$ cat config.mk
export PLATFORM = sky130hd
export DESIGN_NAME = serial_adder_ctrl
export DESIGN_NICKNAME = d
export VERILOG_FILES = /design/src/rtl/serial_adder_pkg.sv /design/src/rtl/bit_slice_adder.sv /design/src/rtl/serial_adder_ctrl.sv
export SDC_FILE = /design/constraint.sdc
export NUM_CORES = 1
export LEC_CHECK = 0
export BUFFER_PORTS_ARGS = -buffer_cell sky130_fd_sc_hd__buf_2
export CORE_MARGIN = 3
export CORE_UTILIZATION = 37
export DETAILED_ROUTE_END_ITERATION = 10
export GPL_TIMING_DRIVEN = 0
export PLACE_DENSITY = 0.54
export SLEW_MARGIN = 20
export SYNTH_ARGS = -nofsm -noshare
export SYNTH_HDL_FRONTEND = slang
export SYNTH_SLANG_ARGS = --single-unit
$ cat constraint.sdc
create_clock -name clk -period 3.7 [get_ports clk]
set_clock_uncertainty 0.2 [all_clocks]
set_input_delay 0.37 -clock clk [delete_from_list [all_inputs] [get_ports clk]]
set_output_delay 0.37 -clock clk [all_outputs]
set_load 0.01 [all_outputs]
$ cat src/rtl/serial_adder_pkg.sv
// -----------------------------------------------------------------------------
// serial_adder_pkg
// Shared types and defaults for the bit-serial adder controller.
//   state_t       : controller FSM state (IDLE / RUN / DONE), 2-bit encoding
//   DEFAULT_WIDTH : default operand/result width
// -----------------------------------------------------------------------------
package serial_adder_pkg;

    localparam int DEFAULT_WIDTH = 32;

    typedef enum logic [1:0] {
        IDLE = 2'd0,
        RUN  = 2'd1,
        DONE = 2'd2
    } state_t;

endpackage : serial_adder_pkg

$ cat src/rtl/bit_slice_adder.sv
// -----------------------------------------------------------------------------
// bit_slice_adder
// Combinational one-bit full adder built from two half-adder stages and an OR.
// Ports:
//   a, b  : operand bits
//   c     : carry in
//   sum   : a ^ b ^ c
//   cout  : (a & b) | (c & (a ^ b))
// -----------------------------------------------------------------------------
module bit_slice_adder (
    input  logic a,
    input  logic b,
    input  logic c,
    output logic sum,
    output logic cout
);

    logic p;   // first half-adder sum (propagate)
    logic g1;  // first half-adder carry (generate)
    logic g2;  // second half-adder carry

    assign p    = a ^ b;
    assign g1   = a & b;
    assign sum  = p ^ c;
    assign g2   = p & c;
    assign cout = g1 | g2;

endmodule : bit_slice_adder

$ cat src/rtl/serial_adder_ctrl.sv
// -----------------------------------------------------------------------------
// serial_adder_ctrl
// Bit-serial adder controller: one full-adder slice is stepped across a
// WIDTH-bit operand pair, LSB first, one bit per clock.
//
// Optional feature macro: SERIAL_ADDER_SUB_EN
//   When defined, adds input i_sub; with i_sub=1 the result is A-B
//   (B inverted, carry-in forced to 1, i_cin ignored, o_cout=1 => no borrow).
//
// Ports:
//   clk, rst_n         : clock, asynchronous active-low reset
//   i_valid / o_ready  : operand handshake (i_a, i_b, i_cin [, i_sub])
//   o_valid / i_ready  : result handshake (o_sum, o_cout)
//   o_busy             : high while the serial add is running
// -----------------------------------------------------------------------------
module serial_adder_ctrl
    import serial_adder_pkg::*;
#(
    parameter int WIDTH = DEFAULT_WIDTH
) (
    input  logic             clk,
    input  logic             rst_n,
    input  logic             i_valid,
    output logic             o_ready,
    input  logic [WIDTH-1:0] i_a,
    input  logic [WIDTH-1:0] i_b,
    input  logic             i_cin,
`ifdef SERIAL_ADDER_SUB_EN
    input  logic             i_sub,
`endif
    output logic             o_valid,
    input  logic             i_ready,
    output logic [WIDTH-1:0] o_sum,
    output logic             o_cout,
    output logic             o_busy
);

    localparam int CW = $clog2(WIDTH);
    localparam logic [CW-1:0] LAST = CW'(WIDTH - 1);

    state_t           state;
    logic [WIDTH-1:0] a_sh;
    logic [WIDTH-1:0] b_sh;
    logic [WIDTH-1:0] sum_sh;
    logic             carry;
    logic [CW-1:0]    cnt;

    logic             slice_sum;
    logic             slice_cout;
    logic [WIDTH-1:0] b_load;
    logic             cin_load;

    bit_slice_adder u_slice (
        .a    (a_sh[0]),
        .b    (b_sh[0]),
        .c    (carry),
        .sum  (slice_sum),
        .cout (slice_cout)
    );

    // Operand B and carry as loaded at accept; subtraction is A + ~B + 1.
    // NOTE: every always_comb output gets a default first so no latch is inferred.
    always_comb begin
        b_load   = i_b;
        cin_load = i_cin;
`ifdef SERIAL_ADDER_SUB_EN
        if (i_sub) begin
            b_load   = ~i_b;
            cin_load = 1'b1;
        end
`endif
    end

    // The result shift register and carry are presented directly; they are
    // only meaningful (and held stable) while o_valid is high.
    assign o_sum  = sum_sh;
    assign o_cout = carry;

    // NOTE: sequential state uses non-blocking assignments only, so every
    // register in this block sees the pre-edge value of every other one.
    // NOTE: the shift registers are reset too, since o_sum/o_cout expose them
    // and must read zero out of reset.
    always_ff @(posedge clk or negedge rst_n) begin
        if (!rst_n) begin
            state   <= IDLE;
            a_sh    <= '0;
            b_sh    <= '0;
            sum_sh  <= '0;
            carry   <= 1'b0;
            cnt     <= '0;
            o_ready <= 1'b1;
            o_valid <= 1'b0;
            o_busy  <= 1'b0;
        end else begin
            case (state)
                IDLE: begin
                    // o_ready is high throughout IDLE, so i_valid alone is the accept.
                    if (i_valid) begin
                        a_sh    <= i_a;
                        b_sh    <= b_load;
                        carry   <= cin_load;
                        sum_sh  <= '0;
                        cnt     <= '0;
                        state   <= RUN;
                        o_ready <= 1'b0;
                        o_busy  <= 1'b1;
                    end
                end

                RUN: begin
                    a_sh   <= a_sh >> 1;
                    b_sh   <= b_sh >> 1;
                    sum_sh <= {slice_sum, sum_sh[WIDTH-1:1]};
                    carry  <= slice_cout;
                    // Stop on the last bit rather than wrapping the counter.
                    if (cnt == LAST) begin
                        state   <= DONE;
                        o_busy  <= 1'b0;
                        o_valid <= 1'b1;
                    end else begin
                        cnt <= cnt + 1'b1;
                    end
                end

                DONE: begin
                    if (i_ready) begin
                        state   <= IDLE;
                        o_valid <= 1'b0;
                        o_ready <= 1'b1;
                    end
                end

                default: begin
                    state   <= IDLE;
                    o_ready <= 1'b1;
                    o_valid <= 1'b0;
                    o_busy  <= 1'b0;
                end
            endcase
        end
    end

endmodule : serial_adder_ctrl
==> metrics, run 1 <==
post-CTS setup buffers 0; clk slew on worst S/H paths 0.07 ns; fin worst setup slack 1.59 ns; R2R depth 7; final hold slack 0.0791 ns; Worst Hold Path EP b_sh[31]; Post-synth EDFFs 0; crit-path max cell delay around 0.42 ns; number of port buffers 104; FMAX 0.475 GHz; top-count cell post-synth dfrtp_1; max-capacitance violation count 0; sequential fraction of the synthesis area 57.2%; Critical Path Sink Type flip-flop; Initial Utilization 38.4%; CP Class flip-flop to flip-flop; status finished, final reports clean; CTS max path bufs 2; total grt overflow 0; post-synth top area share 56.6%; Total Routing Usage GR 15.8%; met3 WL 663 µm; total clock sinks between 100 and 150; Pwr Density 820 nW/µm²; CP cell instances ha_1 -> and3_1 -> ha_1 -> clkbuf_1 -> nor2_1 -> a22oi_1 -> o21ai_0; CTS buffer count 9; initial antenna violation count 0; flops & latches, synth 107; Post-Place Setup Slack 1.61 ns; Syn. warnings 0; # DRC 0; fin crit period between 2 and 2.5 ns; Slew Viols, Final 0; CTS Hold Bufs 1; met2 WL 4700 µm; DR WL/cell 15.3 µm; layout cell share with drive strength beyond 1 27.4%; delay-heaviest family, CP simple AND/OR/NAND/NOR gates; reg2reg setup slack 1.59 ns; Die Height 119 µm; number of I/O pins 105; CP Launch Type flip-flop; die width around 120 µm; synthesized area 4690 µm²; Req. time, crit path 3.76 ns; RSZ-0062 raised after global routing false; CP Max Fanout 10; Slew @ Worst Pin 0.525 ns; Core Area ~12,000 µm²; Slowest cell on crit path dfrtp_1; max layer used met4; Vias/cell 4.88; Final setup viols 0; ANT cells 0; Final #Nets 600; DIE AREA around 14,000 µm²; Post-synth top flop dfrtp_1; largest net degree at the start of global routing 56; placer congestion estimate approximately 0.74; DP Area 5450 µm²; post-synth net total about 480; synth unique cells 32; Synth area leader dfrtp_1; fin crit share 56.9%; H-tree depth 3; most frequent cells after synthesis dfrtp_1, nand2_1, mux2i_1; setup_tns 0 ns; first-pass GRT wire length 17,900 µm; Syn-to-layout area delta 22.5%; Post-Syn Instances a little over 400; reg-to-reg endpoint cnt[4]; CP Data Arrival Time 2.17 ns; hold wc startpoint i_b[31]; Design Area, Final 5740 µm²; CTS root buffer clkbuf_16; worst path buffer plus inverter count 1; post-cts gate resize count 0; CTS tree done; Worst-Skew Late Latency 0.34 ns; CP dominant cell by count ha_1; Post-Syn Area per Cell ~11 µm²; DR pass1 iterations 4; dpl hpwl 7670 µm; post-layout util 47.0%; vias in the first global route 3,492; cell leakage power 0.00307 µW; ys async rst share between 90% and 100%; Total Routed Length 10,700 µm; HP Class input pin to flip-flop; WHS Path Cells 2; Slew headroom 65.0%; Peak supply drop roughly 280 µV; final antenna-violating net count 0; DR vias 3,417; WL met1 between 5000 and 6000 µm; FP Rows 40; DRT iter0 DRCs 163; synth top area cells dfrtp_1, mux2i_1, nand2_1, a22o_1, o21ai_1; RR Startpoint cnt[0]; Final Hold Viols 0
## cells in the final DEF (no fill, tap or decap), types with 2 or more instances in the layout
master | synthesis | layout
buf_6 | 3 | 4
buf_12 | 4 | 4
a22o_1 | 31 | 31
dfrtp_1 | 106 | 106
o21ai_1 | 53 | 53
clkinv_4 | 0 | 2
clkbuf_1 | 8 | 8
nor2b_1 | 2 | 2
nand2b_1 | 2 | 2
inv_1 | 4 | 4
a21oi_1 | 6 | 6
buf_4 | 2 | 2
mux2i_1 | 62 | 62
nor2_1 | 3 | 3
clkinvlp_4 | 0 | 3
a22oi_1 | 2 | 2
buf_2 | 13 | 116
nand2_1 | 74 | 74
o21ai_0 | 20 | 20
clkbuf_16 | 0 | 9
ha_1 | 2 | 2
## routing by layer
metal,GRT usage (%),up-vias
met4,5.87,0
li1,-,1683
met2,23.8,85
met1,22.1,1637
met5,0,-
met3,4.07,12
## stage by stage
stage | std cells | total power, µW
after floorplan | 411 | 3260
after global placement | 683 | 3780
after detailed placement | 684 | 3870
after CTS | 700 | 4790
after global routing | 700 | 5080
final | 700 | 4700
## cells by family (layout without fill, tap and decap cells)
logic type | Yosys count | in the layout | share of synthesized area (%)
and+or+nand+nor | 87 | 87 | 7.69
adders and majority gates | 3 | 3 | 0.961
buffers and inverters | 35 | 156 | 5.42
muxes | 62 | 62 | 13.2
DFF | 107 | 107 | 57.2
AOI/OAI and AO/OA | 117 | 117 | 15.5
## worst max path at each step
stage,from,endpoint,slack [ns],cells after the start
after floorplan,cnt[0],cnt[3],1.81,6
after global placement,rst_n,a_sh[12],0.77,1
after detailed placement,cnt[0],cnt[4],1.61,7
after CTS,cnt[0],cnt[4],1.59,7
after global routing,cnt[0],cnt[3],1.38,6
final,cnt[0],cnt[4],1.59,7
## layout make-up
| cell class | count | area (µm²) |
|---|---|---|
| inverter | 4 | 15.0 |
| timing repair buffer | 106 | 564 |
| clock buffer | 10 | 239 |
| multi-input combinational | 269 | 1750 |
| buffer | 31 | 239 |
| sequential | 107 | 2680 |
| clock inverter | 5 | 40.0 |
| fill | 1221 | 6470 |
| tap | 168 | 210 |
## state kept, by name (all words and copies together) (netlist names), 2 cells and up
signal  flops
b_sh       32
cnt         5
state       2
o_sum      32
a_sh       32
## where the power goes
| part | internal [µW] | switching [µW] | total [µW] |
|---|---|---|---|
| clock network | 474 | 430 | 904 |
| registers | 1690 | 318 | 2010 |
| logic | 866 | 925 | 1790 |
| total | 3030 | 1670 | 4700 |
Power figures use the tool's default switching activity.
==> run 2, diff against run 1 <==
--- a/config.mk
+++ b/config.mk
@@ -10,7 +10,7 @@
 export CORE_UTILIZATION = 37
 export DETAILED_ROUTE_END_ITERATION = 10
 export GPL_TIMING_DRIVEN = 0
-export PLACE_DENSITY = 0.54
+export PLACE_DENSITY = 0.56
 export SLEW_MARGIN = 20
 export SYNTH_ARGS = -nofsm -noshare
 export SYNTH_HDL_FRONTEND = slang
==> constraint.sdc (replaced) <==
create_clock -name clk -period 1.7 [get_ports clk]
set_clock_uncertainty 0.2 [all_clocks]
set_input_delay 0.17 -clock clk [delete_from_list [all_inputs] [get_ports clk]]
set_output_delay 0.17 -clock clk [all_outputs]
set_load 0.01 [all_outputs]
==> metrics, run 2 (same netlist as run 1, synthesis figures left out) <==
CP Class flip-flop to flip-flop (unchanged); first-pass GRT wire length 19,400 µm (was 17,900 µm); Initial Utilization 38.4% (unchanged); total clock sinks 107 (unchanged); status finished, violations left (was finished, final reports clean); final antenna-violating net count 0 (unchanged); fin crit period 1.70 ns (was 2.11 ns); commonest cells after routing, fill and taps aside buf_2, dfrtp_1, nand2_1 (unchanged); CTS root buffer clkbuf_16 (unchanged); Final Hold Viols 0 (unchanged); layout cell share with drive strength beyond 1 27.8% (was 27.4%); H-tree depth 3 (unchanged); post-layout util 53.7% (was 47.0%); Total Routing Usage GR 17.2% (was 15.8%); FMAX 0.587 GHz (was 0.475 GHz); Slowest cell on crit path dfrtp_1 (unchanged); Final setup viols 1 (was 0); failing checks negative setup slack; Vias/cell 4.85 (was 4.88); CP Max Fanout 6 (was 10); number of port buffers 104 (unchanged); Slew headroom 70.9% (was 65.0%); sw power 3720 µW (was 1670 µW); RSZ-0062 raised after global routing true (was false); vias in the first global route 3,880 (was 3,492); DR WL/cell 14.7 µm (was 15.3 µm); reg-to-reg endpoint cnt[3] (was cnt[4]); Pint 6910 µW (was 3030 µW); Clk network pwr share 18.3% (was 19.2%); clk slew on worst S/H paths 0.07 ns (about the same); total grt overflow 0 (unchanged); Slew Viols, Final 0 (unchanged); Placed Cells 684 (unchanged); DIE AREA 14,100 µm² (unchanged); die width 119 µm (unchanged); Non-Filler Instances 776 (was 700); Fill cells 1,137 (was 1,221); Core Area 12,200 µm² (unchanged); Pwr Density 1620 nW/µm² (was 820 nW/µm²); FP Rows 40 (unchanged); Syn-to-layout area delta 40.0% (was 22.5%); max-capacitance violation count 0 (unchanged); CP Data Arrival Time 1.75 ns (was 2.17 ns); number of I/O pins 105 (unchanged); largest net degree at the start of global routing 72 (was 56); CP Launch Type flip-flop (unchanged); delay-heaviest family, CP flip-flops (was simple AND/OR/NAND/NOR gates); DR vias 3,765 (was 3,417); Req. time, crit path 1.75 ns (was 3.76 ns); crit path from cnt[0] (unchanged); Sw Ratio 35.0% (was 35.6%); R2R depth 5 (was 7); placer congestion estimate 0.722 (was 0.742); Critical Path Sink Type flip-flop (unchanged); initial antenna violation count 0 (unchanged); cell leakage power 0.00340 µW (was 0.00307 µW); part of the power in registers 41.1% (was 42.7%); RR Startpoint cnt[0] (unchanged); dpl hpwl 7650 µm (was 7670 µm); Total Routed Length 11,400 µm (was 10,700 µm); reg2reg setup slack -0.002 ns (was 1.59 ns); DRT iter0 DRCs 205 (was 163); CTS tree done (unchanged); Worst-Skew Late Latency 0.35 ns (was 0.34 ns); HP Class input pin to asynchronous set/reset pin (was input pin to flip-flop); Slew @ Worst Pin 0.436 ns (was 0.525 ns); worst path buffer plus inverter count 0 (was 1); commonest non-fill, non-tap cell in the layout buf_2 (unchanged); Peak supply drop 1060 µV (was 276 µV); Final #Nets 676 (was 600); ANT cells 0 (unchanged); fin worst setup slack -0.00242 ns (was 1.59 ns); CTS max path bufs 2 (unchanged); crit-path max cell delay 0.39 ns (was 0.42 ns); Die Height 119 µm (unchanged); DR pass1 iterations 6 (was 4); combinational share of power 40.6% (was 38.1%); CTS buffer count 9 (unchanged); fin crit share 100% (was 56.9%); CP cell instances ha_2 -> and3_4 -> ha_4 -> nand4b_1 -> o311ai_1 (was ha_1 -> and3_1 -> ha_1 -> clkbuf_1 -> nor2_1 -> a22oi_1 -> o21ai_0); # DRC 0 (unchanged)
==> run 2: power groups by stage <==
stage	logic (µW)	clock network, µW	registers (µW)
after floorplan	2680	0	4450
after global placement	3890	0	4370
after detailed placement	4010	0	4420
after CTS	4210	2020	4380
after global routing	4820	2120	4540
final	4310	1950	4370
==> run 2: metal layers <==
metal  GRT usage [%]  wire [µm]  part of all wire, %  up-vias
li1                -          -                    -     1831
met2            28.2       5450                   48       95
met4            3.91        100                 0.87        0
met1            22.1       5150                   45     1831
met3            5.74        724                  6.3        8
met5               0          0                    0        -
==> run 2: worst max-delay path by stage <==
stage,endpoint,cells after the start
2_1_floorplan,cnt[3],6
3_3_place_gp,a_sh[9],1
3_5_place_dp,cnt[2],7
4_1_cts,b_sh[3],4
5_1_grt,cnt[3],5
6_report,cnt[3],5
==> run 2: worst reg2reg max path: stages, from the launching register on <==
cell and delay, ns:
dfrtp_1 0.39, ha_2 0.19, and3_4 0.18, ha_4 0.18
nand4b_1 0.20, o311ai_1 0.26
==> run 2: area by class of cell <==
type	count	area [µm²]	share of cell area, %
repair buffers	183	1310	20.0
multi-input cells	269	1810	27.6
plain buffers	30	267	4.06
well taps	168	210	3.20
clock inverters	4	27.5	0.420
clock buffers	11	243	3.70
inverters	4	15.0	0.229
flip-flops and latches	107	2680	40.8
==> run 2: repair_timing <==
| action | 4_1_cts | 5_1_grt |
|---|---|---|
| hold endpoints to repair | 174 | 0 |
| gates cloned | 0 | 0 |
| pin swaps | 2 | 2 |
| setup buffers | 5 | 5 |
| endpoints found under the setup margin | 62 | 56 |
| hold buffers | 68 | 0 |
| gates resized for setup | 6 | 22 |
==> run 2: per-stage QoR <==
step | power (µW) | hold WS (ns) | worst slack [ns] | TNS [ns] | area [µm²]
global route | 11500 | 0.0995 | -0.0653 | -0.154 | 6560
detailed placement | 8430 | -0.108 | -0.247 | -4.13 | 5480
global placement | 8270 | 0.241 | -1.01 | -110.11 | 5450
floorplan | 7120 | -0.326 | -0.0832 | -0.0839 | 4720
CTS | 10600 | 0.0809 | 0.000778 | 0 | 6470
finish | 10600 | 0.0702 | -0.00242 | -0.00242 | 6560
